==> src/rtl/mem_pkg.sv <==
// Purpose: shared definitions for the memory access stage: access size
//          encodings, FSM state enum, latency counter sizing, latched
//          access payload and alignment helpers.
// Optional feature macro used by consumers: MEM_ALIGN_CHECK_EN.
package mem_pkg;

  localparam int unsigned DATA_W          = 32;
  localparam int unsigned ADDR_W          = 32;
  localparam int unsigned MEM_LATENCY_MAX = 7;
  localparam int unsigned CNT_W           = 3;

  localparam logic [1:0] SZ_WORD = 2'b00;
  localparam logic [1:0] SZ_HALF = 2'b01;
  localparam logic [1:0] SZ_BYTE = 2'b10;
  localparam logic [1:0] SZ_RSVD = 2'b11;

  typedef enum logic [1:0] {
    ST_IDLE  = 2'b00,
    ST_READ  = 2'b01,
    ST_WRITE = 2'b10,
    ST_DONE  = 2'b11
  } state_e;

  // Request fields captured at accept and held for the whole access.
  typedef struct packed {
    logic              we;
    logic [1:0]        size;
    logic              sign;
    logic [1:0]        lo;
    logic [DATA_W-1:0] wdata;
  } acc_t;

  // Reserved size encoding behaves as a full word.
  function automatic logic is_word(input logic [1:0] size);
    return (size != SZ_HALF) && (size != SZ_BYTE);
  endfunction

  function automatic logic is_misaligned(input logic [1:0] size, input logic [1:0] lo);
    logic mis;
    case (size)
      SZ_BYTE: mis = 1'b0;
      SZ_HALF: mis = lo[0];
      default: mis = (lo != 2'b00);
    endcase
    return mis;
  endfunction

endpackage

==> src/rtl/mem_lane_ext.sv <==
// Purpose: combinational byte/half lane handling for the memory stage.
//   Load path extracts the addressed lane from the read word and sign- or
//   zero-extends it; store path merges the low store bytes into the read word.
// Ports:
//   size         in  2   access size (SZ_WORD/SZ_HALF/SZ_BYTE, reserved = word)
//   sign         in  1   1 sign-extend loads, 0 zero-extend
//   lane         in  2   byte address low bits (half uses lane[1] only)
//   rword        in  32  word read from memory
//   wdata        in  32  store data, low byte/half used for sub-word stores
//   load_data_c  out 32  extracted load value
//   store_word_c out 32  read word with the addressed lane(s) replaced
module mem_lane_ext
  import mem_pkg::*;
(
  input  logic [1:0]        size,
  input  logic              sign,
  input  logic [1:0]        lane,
  input  logic [DATA_W-1:0] rword,
  input  logic [DATA_W-1:0] wdata,
  output logic [DATA_W-1:0] load_data_c,
  output logic [DATA_W-1:0] store_word_c
);

  logic [7:0]  byte_c;
  logic [15:0] half_c;

  // Lane pick, little-endian: lane 0 is bits [7:0].
  always_comb begin
    byte_c = rword[7:0];
    case (lane)
      2'd0:    byte_c = rword[7:0];
      2'd1:    byte_c = rword[15:8];
      2'd2:    byte_c = rword[23:16];
      default: byte_c = rword[31:24];
    endcase
    half_c = lane[1] ? rword[31:16] : rword[15:0];
  end

  // Load extraction.
  always_comb begin
    load_data_c = rword;
    case (size)
      SZ_BYTE: load_data_c = {{24{sign & byte_c[7]}}, byte_c};
      SZ_HALF: load_data_c = {{16{sign & half_c[15]}}, half_c};
      default: load_data_c = rword;
    endcase
  end

  // Store merge for read-modify-write.
  always_comb begin
    store_word_c = rword;
    case (size)
      SZ_BYTE: begin
        case (lane)
          2'd0:    store_word_c[7:0]   = wdata[7:0];
          2'd1:    store_word_c[15:8]  = wdata[7:0];
          2'd2:    store_word_c[23:16] = wdata[7:0];
          default: store_word_c[31:24] = wdata[7:0];
        endcase
      end
      SZ_HALF: begin
        if (lane[1]) store_word_c[31:16] = wdata[15:0];
        else         store_word_c[15:0]  = wdata[15:0];
      end
      default: store_word_c = wdata;
    endcase
  end

endmodule

==> src/rtl/mem_access_unit.sv <==
// Purpose: memory-side stage after the address mux. Drives a word-addressed
//   synchronous memory and performs lw/lh/lb loads and sw/sh/sb stores;
//   sub-word stores use read-modify-write. req/busy/done handshake.
// Parameter: MEM_LATENCY (1..7) cycles from mem_addr stable to mem_rdata valid.
// Optional feature: define MEM_ALIGN_CHECK_EN to add the misalign output;
//   misaligned half/word accesses then skip memory and complete immediately.
// Ports:
//   clk, reset        clock, synchronous active-high reset
//   req, we, size     access request, store flag, access size
//   sign, addr, wdata load extension, byte address, store data
//   rdata             extracted load result, held until next load completes
//   busy, done        in-progress flag, single-cycle completion pulse
//   mem_addr, mem_wr  word address to memory, write strobe
//   mem_wdata         word written to memory
//   mem_rdata         word read from memory
//   misalign          (MEM_ALIGN_CHECK_EN only) misaligned access flag
module mem_access_unit
  import mem_pkg::*;
#(
  parameter int unsigned MEM_LATENCY = 1
) (
  input  logic              clk,
  input  logic              reset,
  input  logic              req,
  input  logic              we,
  input  logic [1:0]        size,
  input  logic              sign,
  input  logic [ADDR_W-1:0] addr,
  input  logic [DATA_W-1:0] wdata,
  output logic [DATA_W-1:0] rdata,
  output logic              busy,
  output logic              done,
  output logic [ADDR_W-1:0] mem_addr,
  output logic              mem_wr,
  output logic [DATA_W-1:0] mem_wdata,
  input  logic [DATA_W-1:0] mem_rdata
`ifdef MEM_ALIGN_CHECK_EN
  ,
  output logic              misalign
`endif
);

  localparam logic [CNT_W-1:0] CNT_START = CNT_W'(MEM_LATENCY - 1);

  state_e            state_q, state_d;
  acc_t              acc_q, acc_d;
  logic [CNT_W-1:0]  cnt_q, cnt_d;
  logic [DATA_W-1:0] rdata_q, rdata_d;
  logic [ADDR_W-1:0] mem_addr_q, mem_addr_d;
  logic [DATA_W-1:0] mem_wdata_q, mem_wdata_d;
  logic              busy_q, busy_d;
  logic              done_q, done_d;
  logic              mem_wr_q, mem_wr_d;
  logic              misalign_c;
  logic [DATA_W-1:0] load_data_c;
  logic [DATA_W-1:0] store_word_c;

`ifdef MEM_ALIGN_CHECK_EN
  logic misalign_q, misalign_d;
  assign misalign_c = is_misaligned(size, addr[1:0]);
`else
  assign misalign_c = 1'b0;
`endif

  // Lane logic always works on the latched request and the live read word.
  mem_lane_ext u_lane_ext (
    .size         (acc_q.size),
    .sign         (acc_q.sign),
    .lane         (acc_q.lo),
    .rword        (mem_rdata),
    .wdata        (acc_q.wdata),
    .load_data_c  (load_data_c),
    .store_word_c (store_word_c)
  );

  // Next-state and registered-output logic.
  always_comb begin
    state_d     = state_q;
    acc_d       = acc_q;
    cnt_d       = cnt_q;
    rdata_d     = rdata_q;
    mem_addr_d  = mem_addr_q;
    mem_wdata_d = mem_wdata_q;
    busy_d      = busy_q;
    done_d      = 1'b0;
    mem_wr_d    = 1'b0;
`ifdef MEM_ALIGN_CHECK_EN
    misalign_d  = 1'b0;
`endif

    case (state_q)
      ST_IDLE: begin
        if (req) begin
          acc_d      = '{we: we, size: size, sign: sign, lo: addr[1:0], wdata: wdata};
          mem_addr_d = {addr[ADDR_W-1:2], 2'b00};
          busy_d     = 1'b1;
          if (misalign_c) begin
            state_d    = ST_DONE;
            done_d     = 1'b1;
`ifdef MEM_ALIGN_CHECK_EN
            misalign_d = 1'b1;
`endif
          end else if (we && is_word(size)) begin
            // Full-word store needs no read.
            state_d     = ST_WRITE;
            mem_wr_d    = 1'b1;
            mem_wdata_d = wdata;
          end else begin
            state_d = ST_READ;
            cnt_d   = CNT_START;
          end
        end
      end

      ST_READ: begin
        if (cnt_q == '0) begin
          if (acc_q.we) begin
            state_d     = ST_WRITE;
            mem_wr_d    = 1'b1;
            mem_wdata_d = store_word_c;
          end else begin
            state_d = ST_DONE;
            done_d  = 1'b1;
            rdata_d = load_data_c;
          end
        end else begin
          cnt_d = cnt_q - CNT_W'(1);
        end
      end

      ST_WRITE: begin
        state_d = ST_DONE;
        done_d  = 1'b1;
      end

      ST_DONE: begin
        // req here is ignored; earliest new accept is next cycle in IDLE.
        state_d = ST_IDLE;
        busy_d  = 1'b0;
      end

      default: state_d = ST_IDLE;
    endcase
  end

  // State and output registers.
  always_ff @(posedge clk) begin
    if (reset) begin
      state_q     <= ST_IDLE;
      acc_q       <= '0;
      cnt_q       <= '0;
      rdata_q     <= '0;
      mem_addr_q  <= '0;
      mem_wdata_q <= '0;
      busy_q      <= 1'b0;
      done_q      <= 1'b0;
      mem_wr_q    <= 1'b0;
`ifdef MEM_ALIGN_CHECK_EN
      misalign_q  <= 1'b0;
`endif
    end else begin
      state_q     <= state_d;
      acc_q       <= acc_d;
      cnt_q       <= cnt_d;
      rdata_q     <= rdata_d;
      mem_addr_q  <= mem_addr_d;
      mem_wdata_q <= mem_wdata_d;
      busy_q      <= busy_d;
      done_q      <= done_d;
      mem_wr_q    <= mem_wr_d;
`ifdef MEM_ALIGN_CHECK_EN
      misalign_q  <= misalign_d;
`endif
    end
  end

  assign rdata     = rdata_q;
  assign busy      = busy_q;
  assign done      = done_q;
  assign mem_addr  = mem_addr_q;
  assign mem_wr    = mem_wr_q;
  assign mem_wdata = mem_wdata_q;
`ifdef MEM_ALIGN_CHECK_EN
  assign misalign  = misalign_q;
`endif

endmodule

==> config.mk <==
export PLATFORM = sky130hd
export DESIGN_NAME = mem_access_unit
export DESIGN_NICKNAME = d
export VERILOG_FILES = /design/src/rtl/mem_pkg.sv /design/src/rtl/mem_lane_ext.sv /design/src/rtl/mem_access_unit.sv
export SDC_FILE = /design/constraint.sdc
export NUM_CORES = 1
export LEC_CHECK = 0
export CORE_UTILIZATION = 48
export DETAILED_ROUTE_END_ITERATION = 10
export PLACE_DENSITY = 0.88
export REMOVE_ABC_BUFFERS = 1
export SLEW_MARGIN = 30
export SYNTH_ARGS = -nofsm -noshare
export SYNTH_HDL_FRONTEND = slang
export SYNTH_HIERARCHICAL = 1
export SYNTH_SLANG_ARGS = --single-unit
==> constraint.sdc <==
create_clock -name clk -period 2.6 [get_ports clk]
set_clock_uncertainty 0.1 [all_clocks]
set_input_delay 0.52 -clock clk [delete_from_list [all_inputs] [get_ports clk]]
set_output_delay 0.52 -clock clk [all_outputs]
set_load 0.01 [all_outputs]
# Word level (Yosys, flattened, before mapping)
# Index checks and enable logic that the tools add are counted.
# word_totals
romBits,0
mem_count,0
regBits,140
mem_bits_rw,0
in_bits,103
latchBits,0
wordCells,80
# op_classes
n_div,0
shift,0
order_cmp,0
n_reduce_logical,14
n_mux,34
n_bitwise,3
multipliers,0
add_sub_neg,1
eq_ne,15
# ops
op,count
32-bit one-hot mux with 2 select lines,3
32-bit two-way mux,4
16-bit two-way mux,3
8-bit two-way mux,4
8-bit one-hot mux with 3 select lines,1
"2-bit inequality test, second input constant",7
3-bit two-way mux,3
"2-bit equality test, second input constant",4
1-bit two-way mux,8
2-bit one-hot mux with 4 select lines,1
"2-bit by 1-bit equality test with 1-bit output, second input constant",3
2-bit two-way mux,3
1-bit one-hot mux with 2 select lines,3
3-bit one-hot mux with 2 select lines,1
2-bit AND reduction,3
5-bit AND reduction,1
2-bit zero test,2
4-bit AND reduction,1
2-bit nonzero test,2
3-bit zero test,1
3-bit AND reduction,1
3-bit OR reduction,1
"3-bit by 1-bit subtractor with 3-bit output, second input constant",1
1-bit bitwise AND,2
other kinds (3),4

# Longest topological paths before layout
# Gate-level depths: netlist of run 1.
# depth
depth_word,7
mapped_depth,10
mapped_depth_nobuf,8

# Modules after synthesis
# The synthesis of run 1 kept the hierarchy.
# modules_own_cells
module,seq_area_each_um2,area_per_inst_um2,n_inst,cells_per_inst
mem_access_unit,2802.7,5560.3,1,642
mem_lane_ext,0.0,1666.6,1,222

# Least setup slack after synthesis of run 1
# Ideal clock, no wire load.
# synth_timing
kind,flip-flop to flip-flop
startpoint,register acc_q[35] (netlist bit)
endpoint,"register mem_wdata_q[10], in the netlist mem_wdata[10]"
slack_ns,0.460
t_required_ns,2.419
path_buffers,1
path_stages_with_launch,10
arrival_ns,1.959
setup_time_ns,0.081
period_less_slack_ns,2.140
path_cell_list,dfxtp_1 > inv_1 > ha_1 > buf_2 > nand2b_1 > nor3b_2 > a222oi_1 > inv_1 > mux2i_1 > a211oi_2
# synth_between
elab_chain_len,5
# synth_rtl
element,line,text
from (decl),mem_access_unit.sv:46,"acc_t acc_q, acc_d;"
from (signal assigned),mem_access_unit.sv:150,acc_q <= '0;
from (signal assigned),mem_access_unit.sv:163,acc_q <= acc_d;
2-bit by 1-bit equality test with 1-bit output or 2-bit equality test (tied branches),mem_lane_ext.sv:52,case (size)
32-bit one-hot mux with 2 select lines *,mem_lane_ext.sv:52,
named net store_word_c[10],mem_access_unit.sv:56,logic [DATA_W-1:0] store_word_c;
32-bit two-way mux *,mem_access_unit.sv:117,if (acc_q.we) begin
32-bit two-way mux *,mem_access_unit.sv:116,if (cnt_q == '0) begin
32-bit one-hot mux with 2 select lines *,mem_access_unit.sv:91,case (state_q)
to (signal assigned),mem_access_unit.sv:167,mem_wdata_q <= mem_wdata_d;
to (decl),mem_access_unit.sv:50,"logic [DATA_W-1:0] mem_wdata_q, mem_wdata_d;"
# Mark *: on every way through the listed nets, which the timed path passes. The rest lies on a longest branch. The select of a mux whose other input is x is not followed.
# A chain may end at the register's enable or synchronous reset.

# Worst setup path after layout of run 1
# layout_timing
startpoint,register acc_q[35] (netlist bit)
endpoint,"register mem_wdata_q[1], in the netlist mem_wdata[1]"
# Same word-level chain as after synthesis.

==> impl_metrics.ini, run 1 <==
[critical_path]
critical_path_peak_fanout = 18
cell_family_with_the_largest_share_of_critical_path_delay = compound AO/OA/AOI/OAI gates
setup.worst_path.start_class = flip-flop
reg2reg_setup_slack_ns = 0.17
worst_path_largest_cell_delay_ns = 0.65
path_cells = inv_1, ha_2, o21ai_0, a21oi_1, a22o_1, mux2i_1, a211oi_2
critPathRequiredTime_ns = 2.84
critPathKind = flip-flop to flip-flop
worstPathBufferInverterCount = 1
critPathSlowestCell = a21oi_1
setup.worst_path.end_class = flip-flop
cp_data_arrival_time_ns = 2.67

[hold_path]
holdCritPathClass = flip-flop to flip-flop

[synth]
synth_enable_flop_cells = 0
most_frequently_used_flop_master_after_synthesis = dfxtp_1
synth.most_common_cell = nand2_1
yosys.area.top_type_share_pct = 38.78
seq_area_frac_synth_pct = 38.78
synthesis.area_per_instance_sq_um = 8.365
synth_top_area_cell = dfxtp_1
synth_top_cells_by_area = dfxtp_1 39%, nand2_1 12%, a21oi_1 10%, a211oi_2 5.2%, mux2i_1 5.0%
synth-seq-cells = 140
post_synthesis_async_set_or_reset_flop_share_pct = 0
synth_cell_type_count = 50
synth_top_cells_by_count = 225 x nand2_1, 150 x a21oi_1, 140 x dfxtp_1
combined_area_of_all_synthesized_cells_sq_um = 7227
post_synthesis_cell_count = 864
synthesis.yosys.warnings = 6

[floorplanning]
die_area_sq_um = 15550
coreArea_sq_um = 14590
boundaryPins = 202
initial_core_utilization_pct = 49.54
die_width_um = 124.7
placement_rows = 44
die-height_um = 124.7

[grt]
grt.overflow.total = 0
grt_usage_pct = 27.53
grt_first_pass_wirelength_um = 34480
grt_antenna_before_repair = 0
first_global_vias = 6725
grt_max_degree = 70

[timing]
fmaxAchievable_mhz = 411.3
fin_tns_setup_ns = 0
slew_headroom_pct = 52.65
min_period_ns = 2.432
hold_slack_ns = 0.3521
finalHoldViolCount = 0
final_min_period_over_clock_period_pct = 93.52
maxSlewViolCount = 0
worst_pin_slew_ns = 0.7103
rsz0062_at_grt = false
timing.final.setup_violations = 0

[cells_and_area]
antenna-diode-count = 0
sequential_cell_area_sq_um = 2803
finalNetCount = 1146
drive_gt1_share_pct = 12.03
final.fill_count = 1152
syn2layout_area_growth_pct = 37.92
multi_input_area_sq_um = 3950

[clock_network]
tritoncts.num_buffers = 17
clockBufferDepth = 2
cts.htree.levels = 4
clock_tree_from_tritoncts = done
cts_root_buffer = clkbuf_16
cts.reportedPaths.clkPinSlew_ns = 0.06
ctsHoldBuffers = 0
worstSkewPairLatency_ns = 0.42
clk_sinks = 140

[route]
wl_um = 21560
average_routed_wire_per_standard_cell_um = 17.52
drt_pre_antenna_iters = 8
total_vias_in_the_final_route = 7074
final_antenna_net_count = 0
avgViaCountPerCell = 5.747
dr.first_iter.drc_count = 639
detail_route.drc_violations = 0

[power]
leakagePower_nw = 3.679
power.ir.vdd_worst_mv = 0.6474
power.density_nw_per_um2 = 1061

[status]
status = finished clean

[flow_run]
max_cap_violations = 0

[placed_design]
place.port_buffers = 199
gp_congestion = 0.8874
dp_hpwl_um = 14760
==> path summary, 6_finish.rpt <==
check	from	end	depth (start not counted)
max reg2reg	acc_q[35]$_SDFFE_PP0P_	mem_wdata[1]$_SDFFE_PP0P_	7
max	acc_q[35]$_SDFFE_PP0P_	mem_wdata[1]$_SDFFE_PP0P_	7
min reg2reg	mem_addr[30]$_SDFFE_PP0P_	mem_addr[30]$_SDFFE_PP0P_	2
min	mem_addr[30]$_SDFFE_PP0P_	mem_addr[30]$_SDFFE_PP0P_	2
==> registers in the layout, indices dropped and copies added (netlist names) <==
signal	cells
acc_q	38
busy	1
cnt_q	3
done	1
mem_addr	30
mem_wdata	32
mem_wr	1
rdata	32
state_q	2
==> power by group <==
part | leakage [nW] | switching [mW] | internal (mW) | total, mW
combinational | 2.23 | 2.62 | 2.25 | 4.87
sequential | 1.15 | 0.387 | 2.75 | 3.13
clock | 0.305 | 0.895 | 1.68 | 2.57
==> cell type report <==
type	count	share of cell area, %
clock buffer	25	4.871
clock inverter	7	1.356
inverter	27	1.017
multi-input combinational	621	39.63
sequential	140	28.12
tap	184	2.310
timing repair buffer	227	22.70
==> layout by cell type (no fill, tap or decap), types with 2 or more instances in the layout <==
| cell | n |
|---|---|
| inv_1 | 27 |
| mux4_2 | 6 |
| a211oi_1 | 2 |
| clkdlybuf4s50_1 | 198 |
| a21oi_2 | 2 |
| clkbuf_16 | 17 |
| bufinv_16 | 4 |
| a222oi_1 | 8 |
| conb_1 | 2 |
| clkbuf_1 | 5 |
| ha_1 | 7 |
| nor2b_1 | 9 |
| nor2_1 | 6 |
| nand3_1 | 2 |
| a221oi_1 | 9 |
| a32oi_1 | 2 |
| a21o_1 | 17 |
| buf_12 | 5 |
| o21ai_0 | 13 |
| o31ai_1 | 3 |
| dfxtp_1 | 140 |
| nand4b_1 | 2 |
| a22o_1 | 21 |
| nand2_1 | 224 |
| clkinv_2 | 3 |
| mux2_2 | 17 |
| a21oi_1 | 149 |
| mux2i_1 | 36 |
| clkbuf_8 | 3 |
| a22oi_1 | 16 |
| buf_4 | 24 |
| a221o_1 | 6 |
| nand2b_1 | 9 |
| a211oi_2 | 30 |
| ha_2 | 2 |
==> worst min-delay path, cell delays in order, from the launching register on <==
cell,delay (ns)
dfxtp_1,0.30
nand2_1,0.05
a21oi_1,0.05
==> per-stage QoR <==
stage / std cells / area, sq um / total power [mW] / utilization, % / setup slack, ns
5_1_grt: 1231 / 9967 / 11.14 / 68.32 / 0.03959
4_1_cts: 1231 / 9963 / 10.57 / 68.29 / 0.1599
3_5_place_dp: 1199 / 9343 / 7.969 / 64.04 / 0.2085
2_1_floorplan: 788 / 6839 / 5.822 / - / -1.089
6_report: 1231 / 9967 / 10.57 / 68.32 / 0.1684
3_3_place_gp: 1199 / 9343 / 7.839 / 64.04 / 0.2749
==> kinds of logic after synthesis <==
family	synth area share [%]
buffers and inverters	6.821
AOI/OAI and AO/OA	27.98
DFF	38.78
xor gates and xnor gates	0.2251
muxes	9.505
adders and majority gates	1.558
other	0.05189
and+or+nand+nor	15.08
==> routing by layer <==
layer / track usage (%) / vias to the layer above / wire, um
li1: - / 3374 / -
met1: 35.52 / 3336 / 9141
met2: 42.35 / 316 / 9854
met3: 8.162 / 48 / 1905
met4: 12.12 / 0 / 663
met5: 0 / - / 0
==> what timing repair did <==
| action | 4_1_cts | 5_1_grt |
|---|---|---|
| setup endpoints to repair | 0 | 1 |
| setup buffers | 0 | 0 |
| gates resized for setup | 0 | 1 |
No activity file was read; power rests on OpenSTA's default activity.
==> run 2: changes to the inputs <==
- HOLD_SLACK_MARGIN: default -> 0.06
- SKIP_LAST_GASP: default -> 1
==> results of run 2 <==
Final layout, timing and power as in run 1 (identical DEF).
==> run 3: changes to the inputs <==
- HOLD_SLACK_MARGIN: 0.06 -> default
==> results of run 3 <==
Final layout, timing and power as in run 1 (identical DEF).
